$ cat config.mk
export PLATFORM = sky130hd
export DESIGN_NAME = mux2_stim_gen
export DESIGN_NICKNAME = d
export VERILOG_FILES = /design/src/rtl/mux2_stim_pkg.sv /design/src/rtl/stim_toggle_chan.sv /design/src/rtl/mux2_stim_gen.sv
export SDC_FILE = /design/constraint.sdc
export NUM_CORES = 1
export LEC_CHECK = 0
export CORE_MARGIN = 2
export CORE_UTILIZATION = 55
export CTS_BUF_LIST = sky130_fd_sc_hd__clkbuf_8
export CTS_CLUSTER_DIAMETER = 30
export DETAILED_ROUTE_END_ITERATION = 12
export PLACE_DENSITY_LB_ADDON = 0.2
export SETUP_SLACK_MARGIN = 0.05
export SLEW_MARGIN = 10
export SYNTH_ARGS = -nofsm -noshare
export SYNTH_HDL_FRONTEND = slang
export SYNTH_SLANG_ARGS = --single-unit
export TNS_END_PERCENT = 100
$ cat constraint.sdc
create_clock -name clk -period 5.4 [get_ports clk]
set_input_delay 1.35 -clock clk [delete_from_list [all_inputs] [get_ports clk]]
set_output_delay 1.35 -clock clk [all_outputs]
set_load 0.01 [all_outputs]
$ cat src/rtl/mux2_stim_pkg.sv
// Shared types and constants for the mux2 stimulus generator.
// The LFSR constants are used only when STIM_LFSR_EN is defined.
package mux2_stim_pkg;

    typedef enum logic [1:0] {
        IDLE = 2'd0,
        RUN  = 2'd1,
        DONE = 2'd2
    } state_t;

    localparam logic [7:0] LFSR_SEED = 8'hA5;
    // x^8+x^6+x^5+x^4+1, shifting left: feedback from bits 7,5,4,3
    localparam logic [7:0] LFSR_TAPS = 8'hB8;

    function automatic logic [7:0] lfsr_next(input logic [7:0] cur);
        return {cur[6:0], ^(cur & LFSR_TAPS)};
    endfunction

endpackage

$ cat src/rtl/stim_toggle_chan.sv
// One square-wave channel: a half-period counter and an output register.
// The output toggles every 'half' enabled cycles.
module stim_toggle_chan #(
    parameter int W = 8
) (
    input  logic         clk,
    input  logic         rst_n,
    input  logic         clr,
    input  logic         en,
    input  logic [W-1:0] half,
    output logic         tick,
    output logic         q
);

    localparam logic [W-1:0] ONE = W'(1);

    logic [W-1:0] cnt;

    assign tick = en && (cnt == half - ONE);

    always_ff @(posedge clk or negedge rst_n) begin
        if (!rst_n) begin
            cnt <= '0;
            q   <= 1'b0;
        end else if (clr) begin
            cnt <= '0;
            q   <= 1'b0;
        end else if (tick) begin
            cnt <= '0;
            q   <= ~q;
        end else if (en) begin
            cnt <= cnt + ONE;
        end
    end

endmodule

$ cat src/rtl/mux2_stim_gen.sv
// Start/stop controlled square-wave generator driving a mux2 under test.
// Optional feature: define STIM_LFSR_EN to drive b from an 8-bit LFSR.
//
//  state | meaning
//  IDLE  | outputs hold; waits for start (stop blocks it)
//  RUN   | channels count and toggle; busy=1
//  DONE  | one-cycle done pulse, outputs hold
module mux2_stim_gen
    import mux2_stim_pkg::*;
#(
    parameter int CNT_W = 8,
    parameter int RUN_W = 16
) (
    input  logic             clk,
    input  logic             rst_n,
    input  logic             start,
    input  logic             stop,
    input  logic [CNT_W-1:0] half_a,
    input  logic [CNT_W-1:0] half_b,
    input  logic [CNT_W-1:0] half_s,
    input  logic [RUN_W-1:0] run_len,
    output logic             a,
    output logic             b,
    output logic             s1,
    output logic             y_exp,
    output logic             busy,
    output logic             done
);

    localparam logic [CNT_W-1:0] HALF_ONE = CNT_W'(1);
    localparam logic [RUN_W-1:0] RUN_ONE  = RUN_W'(1);

    state_t           state, state_nx;
    logic [CNT_W-1:0] half_a_r, half_b_r, half_s_r;
    logic [RUN_W-1:0] run_len_r, run_cnt;
    logic             launch, run_en, last;
    logic             a_tick, b_tick, s_tick, b_q;

    assign launch = (state == IDLE) && start && !stop;
    assign run_en = (state == RUN);
    assign last   = (run_len_r != '0) && (run_cnt == run_len_r - RUN_ONE);

    always_ff @(posedge clk or negedge rst_n) begin
        if (!rst_n) begin
            state     <= IDLE;
            half_a_r  <= '0;
            half_b_r  <= '0;
            half_s_r  <= '0;
            run_len_r <= '0;
            run_cnt   <= '0;
        end else begin
            state <= state_nx;
            if (launch) begin
                half_a_r  <= (half_a == '0) ? HALF_ONE : half_a;
                half_b_r  <= (half_b == '0) ? HALF_ONE : half_b;
                half_s_r  <= (half_s == '0) ? HALF_ONE : half_s;
                run_len_r <= run_len;
                run_cnt   <= '0;
            end else if (run_en && (run_cnt != '1)) begin
                run_cnt <= run_cnt + RUN_ONE;
            end
        end
    end

    always_comb begin
        state_nx = state;
        case (state)
            IDLE:    if (launch) state_nx = RUN;
            RUN:     if (stop || last) state_nx = DONE;
            DONE:    state_nx = IDLE;
            default: state_nx = IDLE;
        endcase
    end

    assign busy = (state == RUN);
    assign done = (state == DONE);

    stim_toggle_chan #(.W(CNT_W)) u_chan_a (
        .clk(clk), .rst_n(rst_n), .clr(launch), .en(run_en),
        .half(half_a_r), .tick(a_tick), .q(a)
    );
    stim_toggle_chan #(.W(CNT_W)) u_chan_b (
        .clk(clk), .rst_n(rst_n), .clr(launch), .en(run_en),
        .half(half_b_r), .tick(b_tick), .q(b_q)
    );
    stim_toggle_chan #(.W(CNT_W)) u_chan_s (
        .clk(clk), .rst_n(rst_n), .clr(launch), .en(run_en),
        .half(half_s_r), .tick(s_tick), .q(s1)
    );

`ifdef STIM_LFSR_EN
    logic [7:0] lfsr;
    logic       unused_chan;
    assign unused_chan = ^{a_tick, s_tick, b_q};

    // b's half-period events step the LFSR instead of toggling b
    always_ff @(posedge clk or negedge rst_n) begin
        if (!rst_n)      lfsr <= LFSR_SEED;
        else if (launch) lfsr <= LFSR_SEED;
        else if (b_tick) lfsr <= lfsr_next(lfsr);
    end
    assign b = lfsr[0];
`else
    logic unused_chan;
    assign unused_chan = ^{a_tick, s_tick, b_tick};
    assign b = b_q;
`endif

    assign y_exp = s1 ? b : a;

endmodule
==> results by group <==
Timing
  – Fin Setup TNS: 0 ns
  – Fmax: 290 MHz
  – Clk_skew: 0.0114 ns
  – Period Utilization, post-route: 0.638
  – RSZ-0062 raised after global routing: false
  – Post-layout min period: 3.44 ns
  – Worst-Margin Slew: 1.07 ns
  – Max-slew headroom: 0.287
  – Final Setup Violations: 0
  – Final hold vios: 0
  – Slew Limit Fails: 0

Yosys
  – Ys async rst share: 1.00
  – Register area share after synthesis: 0.426
  – YS warnings: 0
  – Unique cell type count in the Yosys netlist: 57
  – Post-synthesis register bit count: 85
  – Synth Area per Inst: 8.68 um2
  – Cell area after synthesis: 4990 um2
  – Mapped Cells: 575
  – Post-synth EDFFs: 0
  – Mapped Nets: 628
  – Top FF cell, synth: dfrtp_1

Routing
  – Wire per inst: 15.4 um
  – 1st-pass router iterations: 4
  – Via density: 5.75
  – Vias: 4177
  – Antenna viol nets, final: 0
  – Routed wire length: 11.2 mm
  – DR iter-0 viols: 176
  – Drt drc: 0

Worst setup path
  – Req. time, crit path: 4.05 ns
  – Crit-path cells: nand2b_1 > clkinv_1 > clkdlybuf4s50_1
  – Crit path max-delay cell type: clkdlybuf4s50_1
  – Worst path max stage delay: 0.59 ns
  – CP Class: reg -> out
  – Crit path max fanout: 9
  – Critical path capture point type: output pin
  – WP data arrival: 2.09 ns
  – Startpoint types: register

Clock network
  – Num CTS Buffers: 9
  – Post-CTS Setup Inserts: 0
  – Longest Clk Path Bufs: 2
  – Worst-Skew Late Latency: 0.35 ns
  – CTS tree: yes
  – Hold Buf Count CTS: 0
  – Post-CTS Resized: 0
  – H-tree Lvls: 3
  – Worst-path clk slew: 0.08 ns
  – Clk sink count: 85
  – CTS root buffer: clkbuf_8

Cells and area
  – Area Growth Syn to Fin: 14.6%
  – Fin nets: 667
  – ANT cells: 0
  – Final instance area: 5720 um2
  – Layout cells sized above 1: 0.0421

Global route
  – First-pass GRT wire length: 19.2 mm
  – GRT Util Overall: 0.241
  – GR Overflow Total: 0
  – Pin count of the biggest net entering global routing: 86
  – Vias in the first global route: 4282
  – Initial antenna violation count: 0

Power and ir drop
  – VDD IR-drop max: 0.000155 V
  – Pwr dens: 295 nW/um2
  – Static Leak: 2.52 nW

Die
  – Die area: 9850 um2
  – Starting Density: 0.569
  – Die Wd: 99.2 um
  – Die Height: 99.2 um
  – I/O Pins: 50
  – Total core area: 8760 um2
  – Rows: 34

Min path
  – Worst min path class: reg -> reg

Placed design
  – Area of placed instances: 5530 um2
  – Port bufs: 49
  – DP HPWL: 8.08 mm
  – Routability Congestion: 0.894

Run status
  – Status: finished clean

Run
  – Max-cap viol count: 0
## state kept, by name, summed over array words and instances, names as in the netlist, 2 cells and up
name and cells:
u_chan_b.cnt 8, u_chan_a.cnt 8, state 2, half_a_r 8
run_cnt 16, half_b_r 8, half_s_r 8, u_chan_s.cnt 8
run_len_r 16
## layout make-up
class	instances	area, um2
multi-input combinational	444	2680
fill	757	3050
tap	108	135
clock buffer	12	165
clock inverter	3	20.0
timing repair buffer	50	495
inverter	24	90.1
sequential	85	2130
## kinds of logic after synthesis
family                   count (synthesis)  share of synthesized area
buffers and inverters                   46                     0.0369
AO/OA/AOI/OAI                           94                      0.125
adder cells (fa/ha/maj)                  9                     0.0226
XOR/XNOR                                68                      0.119
AND/OR/NAND/NOR                        269                      0.261
flip-flops                              85                      0.426
multiplexers                             4                    0.00828
## synthesized netlist by cell type, types with 11 or more instances
master,count,area (um2)
nor2_1,39,146
xor2_1,28,245
inv_1,23,86.3
nor4_1,11,68.8
nor3_1,18,90.1
o21ai_0,38,190
nand3_1,25,125
nand2b_1,11,68.8
xnor2_1,40,350
dfrtp_1,85,2130
and3_1,11,68.8
nand2_1,113,424
clkbuf_1,17,63.8
## worst paths after layout
kind | startpoint | to | slack [ns] | depth (start not counted)
min in group asynchronous | rst_n | run_cnt[1] | 1.15 | 1
max reg2reg | half_s_r[2] | u_chan_s.cnt[7] | 2.15 | 7
min | half_s_r[7] | half_s_r[7] | 0.50 | 2
max in group asynchronous | rst_n | u_chan_b.cnt[6] | 3.53 | 1
min reg2reg | half_s_r[7] | half_s_r[7] | 0.50 | 2
max | state[1] | busy | 1.96 | 3
## power breakdown
part / internal [mW] / switching (mW)
Sequential: 0.716 / 0.116
Combinational: 0.204 / 0.226
Clock: 0.202 / 0.221
## through the flow
stage               utilization  total power, mW  hold slack (ns)  instances  setup slack (ns)
CTS                       0.652             1.70            0.511        726              1.92
floorplan                     -             1.13            0.465        575              2.46
finish                    0.652             1.68            0.505        726              1.96
global placement          0.631             1.25            0.484        711              1.75
detailed placement        0.631             1.27            0.492        711              1.65
global route              0.652             1.81            0.552        726              1.85
## layout by cell type, fill, tap and decap left out, types with 5 or more instances in the layout
cell type        instances
nor2_1                  39
a21oi_1                 10
clkbuf_8                12
inv_1                   23
o21ai_0                 38
clkdlybuf4s50_1         48
nand4_1                  9
a211oi_1                 5
dfrtp_1                 85
nand2_1                113
nand3_1                 25
xnor2_1                 40
ha_1                     9
xor2_1                  28
nand2b_1                11
nor3_1                  18
nor4_1                  11
a21o_1                   5
o2bb2ai_1                6
and3_1                  11
## worst max-delay path, delay by kind of cell, from the launching register on
family / cells / cell delay [ns]
and+or+nand+nor: 1 / 0.35
DFF: 1 / 0.39
buffers and inverters: 2 / 1.00
## metal layers
layer  vias up  GRT usage  share of wire
met5         -          0              0
met4         0     0.0959          0.028
met3        23     0.0372          0.030
met2        65      0.418           0.51
met1      2027      0.303           0.43
li1       2062          -              -
No activity file was read; power rests on OpenSTA's default activity.
